`src/rtl/io_responder_pkg.sv`:
```
// io_responder_pkg
//   Shared definitions for the IO responder: width of the core's byte-wide
//   IO bus and the value presented on ioin when no RX byte is pending.
package io_responder_pkg;

  localparam int         IO_WIDTH     = 8;
  localparam logic [7:0] IO_IDLE_READ = 8'h00;

  typedef logic [IO_WIDTH-1:0] io_byte_t;

endpackage : io_responder_pkg

```
`src/rtl/io_responder_sync_fifo.sv`:
```
// sync_fifo
//   Single-clock FIFO with a combinational head read.
//   Ports:
//     clock, reset      : rising-edge clock, synchronous active-high reset
//     push, push_data   : write request and data (ignored when full)
//     pop               : read request (ignored when empty)
//     head              : oldest stored entry (don't-care when empty)
//     count             : number of stored entries, 0..DEPTH
//     full, empty       : count == DEPTH / count == 0
module sync_fifo
  import io_responder_pkg::*;
#(
  parameter int WIDTH = IO_WIDTH,
  parameter int DEPTH = 4
) (
  input  logic                     clock,
  input  logic                     reset,
  input  logic                     push,
  input  logic [WIDTH-1:0]         push_data,
  input  logic                     pop,
  output logic [WIDTH-1:0]         head,
  output logic [$clog2(DEPTH):0]   count,
  output logic                     full,
  output logic                     empty
);

  localparam int            AW         = $clog2(DEPTH);
  localparam logic [AW:0]   FULL_COUNT = (AW+1)'(DEPTH);
  localparam logic [AW:0]   ZERO_COUNT = {(AW+1){1'b0}};
  localparam logic [AW:0]   ONE_COUNT  = (AW+1)'(1'b1);
  localparam logic [AW-1:0] ONE_PTR    = AW'(1'b1);

  logic [WIDTH-1:0] mem_q [DEPTH];
  logic [AW-1:0]    wr_ptr_q, wr_ptr_d;
  logic [AW-1:0]    rd_ptr_q, rd_ptr_d;
  logic [AW:0]      count_q, count_d;
  logic             do_push;
  logic             do_pop;

  assign full    = (count_q == FULL_COUNT);
  assign empty   = (count_q == ZERO_COUNT);
  assign do_push = push & ~full;
  assign do_pop  = pop & ~empty;
  assign head    = mem_q[rd_ptr_q];
  assign count   = count_q;

  // Next pointers and occupancy; DEPTH is a power of two so pointers wrap naturally.
  always_comb begin
    wr_ptr_d = wr_ptr_q;
    rd_ptr_d = rd_ptr_q;
    count_d  = count_q;
    if (do_push) begin
      wr_ptr_d = wr_ptr_q + ONE_PTR;
    end else begin
      wr_ptr_d = wr_ptr_q;
    end
    if (do_pop) begin
      rd_ptr_d = rd_ptr_q + ONE_PTR;
    end else begin
      rd_ptr_d = rd_ptr_q;
    end
    case ({do_push, do_pop})
      2'b10:   count_d = count_q + ONE_COUNT;
      2'b01:   count_d = count_q - ONE_COUNT;
      default: count_d = count_q;
    endcase
  end

  // Pointer and count registers.
  always_ff @(posedge clock) begin
    if (reset) begin
      wr_ptr_q <= {AW{1'b0}};
      rd_ptr_q <= {AW{1'b0}};
      count_q  <= ZERO_COUNT;
    end else begin
      wr_ptr_q <= wr_ptr_d;
      rd_ptr_q <= rd_ptr_d;
      count_q  <= count_d;
    end
  end

  // Storage array; contents are not cleared since pointers alone define validity.
  always_ff @(posedge clock) begin
    if (do_push && !reset) begin
      mem_q[wr_ptr_q] <= push_data;
    end
  end

endmodule : sync_fifo

```
`src/rtl/io_responder.sv`:
```
// io_responder
//   Peripheral behind the core's byte-wide IO bus. Bytes written by the core
//   are queued in a TX FIFO and streamed to the device; bytes from the device
//   are queued in an RX FIFO that the core reads. The interrupt is asserted
//   while any RX byte is pending.
//   Ports:
//     clock, reset              : rising-edge clock, synchronous active-high reset
//     ioout, iowrite            : core write data / strobe
//     ioread, ioin              : core read strobe / RX head (IO_IDLE_READ when empty)
//     io_int                    : interrupt request (RX not empty)
//     tx_data, tx_valid, tx_ready : stream to the device
//     rx_data, rx_valid, rx_ready : stream from the device
//     tx_overflow, rx_underflow : sticky error flags, cleared only by reset
module io_responder
  import io_responder_pkg::*;
#(
  parameter int DEPTH = 4
) (
  input  logic                clock,
  input  logic                reset,
  input  logic [IO_WIDTH-1:0] ioout,
  input  logic                iowrite,
  input  logic                ioread,
  output logic [IO_WIDTH-1:0] ioin,
  output logic                io_int,
  output logic [IO_WIDTH-1:0] tx_data,
  output logic                tx_valid,
  input  logic                tx_ready,
  input  logic [IO_WIDTH-1:0] rx_data,
  input  logic                rx_valid,
  output logic                rx_ready,
  output logic                tx_overflow,
  output logic                rx_underflow
);

  localparam int          AW         = $clog2(DEPTH);
  localparam logic [AW:0] ZERO_COUNT = {(AW+1){1'b0}};

  io_byte_t    tx_head;
  io_byte_t    rx_head;
  logic [AW:0] tx_count_unused;
  logic [AW:0] rx_count;
  logic        tx_full, tx_empty;
  logic        rx_full, rx_empty;
  logic        tx_pop;
  logic        rx_push;
  logic        tx_overflow_q, tx_overflow_d;
  logic        rx_underflow_q, rx_underflow_d;

  // Pops/pushes on the device side are qualified by counts only, so the
  // handshake outputs never see a combinational input path.
  assign tx_pop  = tx_valid & tx_ready;
  assign rx_push = rx_valid & rx_ready;

  sync_fifo #(.WIDTH(IO_WIDTH), .DEPTH(DEPTH)) u_tx_fifo (
    .clock     (clock),
    .reset     (reset),
    .push      (iowrite),
    .push_data (ioout),
    .pop       (tx_pop),
    .head      (tx_head),
    .count     (tx_count_unused),
    .full      (tx_full),
    .empty     (tx_empty)
  );

  sync_fifo #(.WIDTH(IO_WIDTH), .DEPTH(DEPTH)) u_rx_fifo (
    .clock     (clock),
    .reset     (reset),
    .push      (rx_push),
    .push_data (rx_data),
    .pop       (ioread),
    .head      (rx_head),
    .count     (rx_count),
    .full      (rx_full),
    .empty     (rx_empty)
  );

  assign tx_valid = ~tx_empty;
  assign tx_data  = tx_head;
  assign rx_ready = ~rx_full;
  assign io_int   = (rx_count != ZERO_COUNT);
  assign ioin     = rx_empty ? IO_IDLE_READ : rx_head;

  // Sticky error flags; the full/empty tests use the pre-edge occupancy.
  always_comb begin
    tx_overflow_d  = tx_overflow_q;
    rx_underflow_d = rx_underflow_q;
    if (iowrite && tx_full) begin
      tx_overflow_d = 1'b1;
    end else begin
      tx_overflow_d = tx_overflow_q;
    end
    if (ioread && rx_empty) begin
      rx_underflow_d = 1'b1;
    end else begin
      rx_underflow_d = rx_underflow_q;
    end
  end

  // Flag registers.
  always_ff @(posedge clock) begin
    if (reset) begin
      tx_overflow_q  <= 1'b0;
      rx_underflow_q <= 1'b0;
    end else begin
      tx_overflow_q  <= tx_overflow_d;
      rx_underflow_q <= rx_underflow_d;
    end
  end

  assign tx_overflow  = tx_overflow_q;
  assign rx_underflow = rx_underflow_q;

endmodule : io_responder

```
`config.mk`:
```
export PLATFORM = sky130hd
export DESIGN_NAME = io_responder
export DESIGN_NICKNAME = d
export VERILOG_FILES = /design/src/rtl/io_responder_pkg.sv /design/src/rtl/io_responder_sync_fifo.sv /design/src/rtl/io_responder.sv
export SDC_FILE = /design/constraint.sdc
export NUM_CORES = 1
export LEC_CHECK = 0
export BUFFER_PORTS_ARGS = -buffer_cell sky130_fd_sc_hd__buf_2
export CELL_PAD_IN_SITES_DETAIL_PLACEMENT = 0
export CELL_PAD_IN_SITES_GLOBAL_PLACEMENT = 2
export CORE_MARGIN = 5
export CORE_UTILIZATION = 28
export CTS_CLUSTER_SIZE = 40
export DETAILED_ROUTE_END_ITERATION = 16
export PLACE_DENSITY_LB_ADDON = 0.2
export SLEW_MARGIN = 20
export SYNTH_ARGS = -nofsm -noshare
export SYNTH_HDL_FRONTEND = slang
export SYNTH_HIERARCHICAL = 1
export SYNTH_SLANG_ARGS = --single-unit
```
`constraint.sdc`:
```
create_clock -name clock -period 2.5 [get_ports clock]
set_input_delay 0.25 -clock clock [delete_from_list [all_inputs] [get_ports clock]]
set_output_delay 0.25 -clock clock [all_outputs]
set_load 0.1 [all_outputs]
```
==> results.toml, run 1 <==
[clocking]
cts_setup_buffers = 0
clk_latency_ps = 330
cts_num_sinks = 84
cts_max_path_buffers = 2
cts_resized = 0
tritoncts = "yes"
cts-htree-levels = 3
clock-root-buffer = "clkbuf_16"
cts_made_buffers = 9
clk_pin_slew_ps = 60
ctsHoldBuffers = 0

[global_routing]
grt_remaining_overflow = 0
grt_max_degree = 29
track_usage = 0.0909
grt_pass1_vias = 1889
grt_pass1_wl_mm = 9.87
antenna_found_initial = 0

[detailed_routing]
route.antenna.remaining_nets = 0
drc = 0
viasPerCell = 4.33
wire_per_inst_um = 14.4
num_vias = 1817
drt_iter0_markers = 75
first_pass_iters = 4
totalWireLength_mm = 6.04

[yosys]
synth-edff-count = 64
ys.flop_type = "edfxtp_1"
muxShareOfSynthArea = 0.111
synth_top_family_by_area = "multiplexers"
synth_nets = 245
post-synth-top-area-fraction = 0.562
yosysTopAreaCell = "edfxtp_1"
netlist_area_um2 = 3420
yosys.area_share.adder = 0.0483
synthTopCellsByCount = "64 x edfxtp_1, 20 x dfxtp_1, 16 x inv_1, 16 x mux4_2, 12 x nor2_1"
avgSynthCellArea_um2 = 16.2
yosysUniqueCellTypes = 26
synth-compound-area-share = 0.0278
ys_top_cells_by_area = "edfxtp_1 56%, dfxtp_1 12%, mux4_2 11%"
yosys.area_share.simple = 0.0885
synthArstFlopShare = 0
ys_seq_area_frac = 0.679
synth.most_common_cell = "edfxtp_1"
yosys_warnings = 6
synth-xor-area-share = 0.0154
synthCells = 211
synth_seq_cells = 84

[power_and_ir_drop]
powerDensity_nw_per_um2 = 1190
p_leak_nw = 1.52
power_mw = 4.93
vdd_drop_max_v = 0.000292

[worst_setup_path]
slowest_stage = "dfxtp_1"
r2r_start = "u_tx_fifo/count[2]"
critPathArrivalTime_ps = 2520
crit_path_max_fanout = 6
r2r-end = "u_tx_fifo/count[2]"
crit_required_ps = 2760
critPathMaxStageDelay_ps = 370
end_kind = "flip-flop"
critPathKind = "reg2reg"
cp_cell_sequence = "nor3b_2 > nand2b_1 > ha_1 > inv_1 > fa_1 > xor2_1 > or3_1 > a21oi_1"
r2r_cells = 8
r2r_slack_ps = 240
startpoint_type = "flip-flop"
startpoint = "u_tx_fifo/count[2]"
crit_path_end = "u_tx_fifo/count[2]"

[sta]
drv_slew = 0
hold_viol = 0
fmax_mhz = 443
setup_viol = 0
period_share = 0.902
min_period_ps = 2260
skew_ps = 3.42
whs_ps = 134
worstMarginPinSlew_ps = 488
tns_ps = 0
grt_setup_unrepaired = "no"
timing.final.ws_setup_ps = 245
slew_headroom = 0.674

[floorplanning]
die_h_um = 121
dieArea_um2 = 14500
placementRows = 40
initial_core_util = 0.285
die_x_um = 121
core_area_um2 = 12000
io_pins = 43

[final_layout]
drive_above_1_share = 0.319
postLayoutCellArea_um2 = 4150
instances_no_fill = 420
nets = 303
antenna_cells = 0
fin_util = 0.346
area_growth_pct = 21.4

[worst_hold_path]
hold_class = "in2reg"

[run_status]
outcome = "finished, final reports clean"

[placement]
place_congestion = 0.721
port_buffers = 42
dp_cells = 405
dp_hpwl_mm = 4.19
place_area_um2 = 3870
place_ws_ps = 256

[flow_run]
maxCapViolations = 0
[state kept, by name (all words and copies together), names as in the netlist, named ones only]
name and flops:
u_rx_fifo/mem_q 32, u_tx_fifo/mem_q 32, u_rx_fifo/count 3, u_tx_fifo/count 3, u_rx_fifo/rd_ptr_q 2, u_rx_fifo/wr_ptr_q 2, u_tx_fifo/rd_ptr_q 2, u_tx_fifo/wr_ptr_q 2
rx_underflow 1, tx_overflow 1
[report_power, final]
| group | internal (mW) | switching (mW) | total, mW |
|---|---|---|---|
| clock | 0.762 | 0.491 | 1.25 |
| sequential | 1.64 | 0.108 | 1.75 |
| combinational | 0.499 | 1.43 | 1.93 |
[worst max-delay path: cells and delay by family (launching register included)]
kind / cells / cell delay, ps
AO/OA/AOI/OAI: 1 / 130
AND/OR/NAND/NOR: 3 / 880
adder cells (fa/ha/maj): 2 / 600
buffers and inverters: 1 / 60
XOR/XNOR: 1 / 160
flip-flops: 1 / 370
[how the worst min path moves through the flow]
stage          slack [ps]    startpoint  cells past startpoint                     to
4_1_cts               120      ioout[1]                      1  u_tx_fifo/mem_q[1][1]
3_5_place_dp          460   tx_overflow                      2            tx_overflow
5_1_grt               120      ioout[1]                      1  u_tx_fifo/mem_q[1][1]
2_1_floorplan         320         reset                      1           rx_underflow
3_3_place_gp          450  rx_underflow                      2           rx_underflow
6_report              130    rx_data[4]                      1  u_rx_fifo/mem_q[3][4]
[placed cells by master, fill, tap and decap left out, types with 2 or more instances in the layout]
master,Yosys,layout
ha_1,10,10
nand2_1,2,2
buf_2,2,42
or3_1,7,7
clkbuf_16,0,9
dfxtp_1,20,20
buf_4,1,13
o21ai_0,6,6
fa_1,2,2
nor2b_1,5,5
inv_1,16,16
edfxtp_1,64,64
a21oi_1,10,10
nor3b_1,8,8
clkinvlp_4,0,2
mux2i_1,2,2
nor3b_2,2,2
and2b_1,5,5
mux4_2,16,16
xor2_1,6,6
nor2_1,12,12
nand2b_1,6,6
o31ai_1,2,2
[area by class of cell]
type | count | area, um^2
fill | 1185 | 7860
multi-input combinational | 103 | 996
clock inverter | 5 | 53.8
clock buffer | 10 | 229
inverter | 16 | 60.1
timing repair buffer | 55 | 308
sequential | 84 | 2320
tap | 147 | 184
[per-layer routing]
layer,routed length (um),vias up,global-route usage
met4,188,0,0.0595
met5,0,-,0
met1,2900,878,0.120
met3,237,13,0.0206
met2,2710,33,0.133
li1,-,893,-
[kinds of logic (layout without fill, tap and decap cells)]
group	after synthesis	count (layout)
xor gates and xnor gates	6	6
and+or+nand+nor	49	49
adders and majority gates	12	12
buffers and inverters	24	86
muxes	18	18
DFF	84	84
AOI/OAI and AO/OA	18	18
(Power assumes the default switching activity.)
==> inputs of run 2 (changes only) <==
--- a/config.mk
+++ b/config.mk
@@ -11,4 +11,5 @@
 export CORE_MARGIN = 5
 export CORE_UTILIZATION = 28
+export CTS_CLUSTER_DIAMETER = 100
 export CTS_CLUSTER_SIZE = 40
 export DETAILED_ROUTE_END_ITERATION = 16
==> constraint.sdc (replaced) <==
create_clock -name clock -period 2.5 [get_ports clock]
set_input_delay 0.5 -clock clock [delete_from_list [all_inputs] [get_ports clock]]
set_output_delay 0.5 -clock clock [all_outputs]
set_load 0.1 [all_outputs]
==> results.toml, run 2 (same netlist as run 1, synthesis figures left out) <==
[run_status]
outcome = "finished, final reports clean"

[clocking]
cts_made_buffers = 9
cts_max_path_buffers = 2
cts-htree-levels = 3
clk_latency_ps = 330
cts_num_sinks = 84
cts_setup_buffers = 0
clock-root-buffer = "clkbuf_16"
tritoncts = "yes"
ctsHoldBuffers = 0
clk_pin_slew_ps = 60
cts_resized = 0

[worst_setup_path]
r2r_slack_ps = 260
startpoint_type = "flip-flop"
crit_path_max_fanout = 8
crit_required_ps = 2000
end_kind = "output port"
critPathKind = "reg2out"
critPathArrivalTime_ps = 1820

[detailed_routing]
route.antenna.remaining_nets = 0
num_vias = 1804
first_pass_iters = 4
totalWireLength_mm = 6.16
wire_per_inst_um = 14.6
drc = 0
viasPerCell = 4.29
drt_iter0_markers = 88

[placement]
place_congestion = 0.694
dp_hpwl_mm = 4.23
port_buffers = 42
place_area_um2 = 3880

[sta]
drv_slew = 0
worstMarginPinSlew_ps = 507
hold_viol = 0
fmax_mhz = 431
grt_setup_unrepaired = "no"
tns_ps = 0
setup_viol = 0
min_period_ps = 2320
skew_ps = 7.61
slew_headroom = 0.662
period_share = 0.928

[floorplanning]
core_area_um2 = 12000
die_x_um = 121
die_h_um = 121
dieArea_um2 = 14500
placementRows = 40
io_pins = 43
initial_core_util = 0.285

[power_and_ir_drop]
powerDensity_nw_per_um2 = 1200
vdd_drop_max_v = 0.000365
p_leak_nw = 1.53

[final_layout]
multiInputGateArea_um2 = 1000
postLayoutCellArea_um2 = 4180
final_cell_mix = "64 x edfxtp_1, 42 x buf_2, 20 x dfxtp_1"
antenna_cells = 0
area_growth_pct = 22.1
reg.largest.list = "u_rx_fifo/mem_q x32, u_tx_fifo/mem_q x32"
nets = 303
fin_util = 0.348
n_fill_cell = 1182
drive_above_1_share = 0.339
final_common_cell = "edfxtp_1"
final-seq-area_um2 = 2320

[global_routing]
grt_max_degree = 29
grt_pass1_vias = 1952
track_usage = 0.0943
grt_remaining_overflow = 0
grt_pass1_wl_mm = 10.2
antenna_found_initial = 0

[worst_hold_path]
hold_class = "in2reg"

[flow_run]
maxCapViolations = 0
run 2: report_power, final:
part           switching, mW  internal, mW
clock                  0.535         0.778
sequential             0.101          1.64
combinational           1.44         0.509
total                   2.08          2.93
run 2: layer usage:
layer / vias up / wire length [um] / global-route usage
met3: 7 / 273 / 0.0285
met5: - / 0 / 0
li1: 894 / - / -
met2: 30 / 3010 / 0.153
met1: 873 / 2770 / 0.113
met4: 0 / 99 / 0.0489
run 2: metrics by stage:
step	cells	hold slack (ps)	power, mW	worst slack (ps)
floorplan	211	459	3.38	378
global placement	405	450	3.76	302
detailed placement	405	457	3.76	274
CTS	421	368	5.10	136
global route	421	371	5.28	38.5
finish	421	383	5.01	180
run 2: final cells by class:
cell class | count | share of cell area
sequential | 84 | 0.556
clock inverter | 7 | 0.0180
multi-input combinational | 103 | 0.240
inverter | 16 | 0.0144
timing repair buffer | 55 | 0.0737
clock buffer | 9 | 0.0539
tap | 147 | 0.0440
run 2: critical path: stages, from the launching register on:
cell     delay (ps)
dfxtp_1         310
buf_4           200
mux4_2          510
and2b_1         180
buf_2           290
run 2: final timing paths:
| path | start | to | depth (start not counted) |
|---|---|---|---|
| hold reg to reg | rx_underflow | rx_underflow | 2 |
| setup / recovery | flip-flop | ioin[0] | 4 |
| hold / removal | ioout[5] | u_tx_fifo/mem_q[3][5] | 1 |
| setup reg to reg | u_tx_fifo/count[2] | u_tx_fifo/count[2] | 8 |
==> inputs of run 3 (changes only) <==
CORE_MARGIN = 4   (was 5)
RECOVER_POWER = 25   (was unset)
==> results.toml, run 3 (same netlist as run 1, synthesis figures left out) <==
[run_status]
outcome = "finished, final reports clean"

[global_routing]
grt_remaining_overflow = 0
antenna_found_initial = 1
grt_pass1_vias = 1769
track_usage = 0.0889
grt_pass1_wl_mm = 9.56
grt_max_degree = 29

[power_and_ir_drop]
p_seq_frac = 0.354
power_mw = 4.93
power_frac_comb = 0.391
switching_share = 0.412
switching_power_mw = 2.03
clkPwrFrac = 0.255
intPower_mw = 2.90
p_leak_nw = 1.48
vdd_drop_max_v = 0.000425
powerDensity_nw_per_um2 = 1190

[worst_hold_path]
hold_class = "in2reg"
hp-start = "ioout[3]"

[placement]
place_congestion = 0.675
dp_hpwl_mm = 3.98
port_buffers = 42

[floorplanning]
core_area_um2 = 12000
io_pins = 43
die_x_um = 119
dieArea_um2 = 14100
placementRows = 40
die_h_um = 119
initial_core_util = 0.285

[sta]
setup_viol = 0
fmax_mhz = 430
skew_ps = 7.81
grt_setup_unrepaired = "no"
slew_headroom = 0.678
drv_slew = 0
hold_viol = 0
min_period_ps = 2330
worstMarginPinSlew_ps = 483
tns_ps = 0
period_share = 0.931

[worst_setup_path]
crit_required_ps = 2000
end_kind = "output port"
critPathMaxStageDelay_ps = 530
slowest_stage = "mux4_2"
r2r_slack_ps = 260
crit_path_max_fanout = 8
cp_cell_sequence = "buf_4 > mux4_2 > and2b_1 > buf_2"
startpoint_type = "flip-flop"
critPathArrivalTime_ps = 1830
r2r_start = "u_rx_fifo/count[2]"
critPathKind = "reg2out"

[detailed_routing]
viasPerCell = 4.28
totalWireLength_mm = 5.91
num_vias = 1793
route.antenna.remaining_nets = 0
drc = 0
wire_per_inst_um = 14.1
drt_iter0_markers = 77
first_pass_iters = 4

[clocking]
cts_num_sinks = 84
ctsHoldBuffers = 0
cts_max_path_buffers = 2
clk_pin_slew_ps = 60
tritoncts = "yes"
cts-htree-levels = 3
clock-root-buffer = "clkbuf_16"
cts_made_buffers = 9
clk_latency_ps = 330

[final_layout]
final_cell_mix = "64 x edfxtp_1, 30 x buf_2, 20 x dfxtp_1"
antenna_cells = 0
drive_above_1_share = 0.287
nets = 302
reg.largest.list = "u_rx_fifo/mem_q x32, u_tx_fifo/mem_q x32"
fin_util = 0.345
area_growth_pct = 21.2
n_fill_cell = 1174
final_common_cell = "edfxtp_1"

[flow_run]
maxCapViolations = 0
## run 3: worst paths after layout
kind,endpoint,cells past startpoint
min,u_tx_fifo/mem_q[2][3],1
max,ioin[3],4
max reg2reg,u_rx_fifo/count[2],9
min reg2reg,rx_underflow,2
## run 3: repair_timing
action                     in CTS  in global routing
setup buffers                   0                  0
gates resized for setup         0                  2
setup endpoints to repair       0                  2
## run 3: critical path: cells and delay by family, from the launching register on
kind	cells	cell delay, ps
mux	1	530
flops	1	310
buf+inv	2	480
simple gates	1	170
## run 3: stage by stage
step | setup WS [ps] | hold WS [ps] | std cells | instance area (um^2)
after floorplan | 378 | 459 | 211 | 3430
after global placement | 244 | 450 | 404 | 3870
after detailed placement | 216 | 459 | 404 | 3870
after CTS | 140 | 371 | 419 | 4150
after global routing | 34.0 | 395 | 419 | 4150
final | 173 | 399 | 419 | 4150
## run 3: final cells by class
class                   count  area [um^2]  share of cell area
repair buffers             54          285              0.0688
well taps                 147          184              0.0444
clock inverters             5         53.8              0.0130
clock buffers              10          229              0.0552
flip-flops and latches     84         2320               0.560
inverters                  16         60.1              0.0145
multi-input cells         103         1010               0.244
## run 3: power by group through the flow
stage / Combinational (mW) / Clock [mW] / Sequential (mW)
after global routing: 2.06 / 1.37 / 1.77
after detailed placement: 1.95 / 0 / 1.77
after floorplan: 1.59 / 0 / 1.78
final: 1.93 / 1.25 / 1.75
after CTS: 1.96 / 1.31 / 1.74
after global placement: 1.96 / 0 / 1.77
## run 3: per-layer routing
| metal | vias up | wire length [um] | global-route usage |
|---|---|---|---|
| li1 | 892 | - | - |
| met1 | 849 | 2740 | 0.116 |
| met2 | 37 | 2760 | 0.135 |
| met3 | 13 | 234 | 0.0211 |
| met4 | 2 | 165 | 0.0521 |
| met5 | - | 13 | 0 |
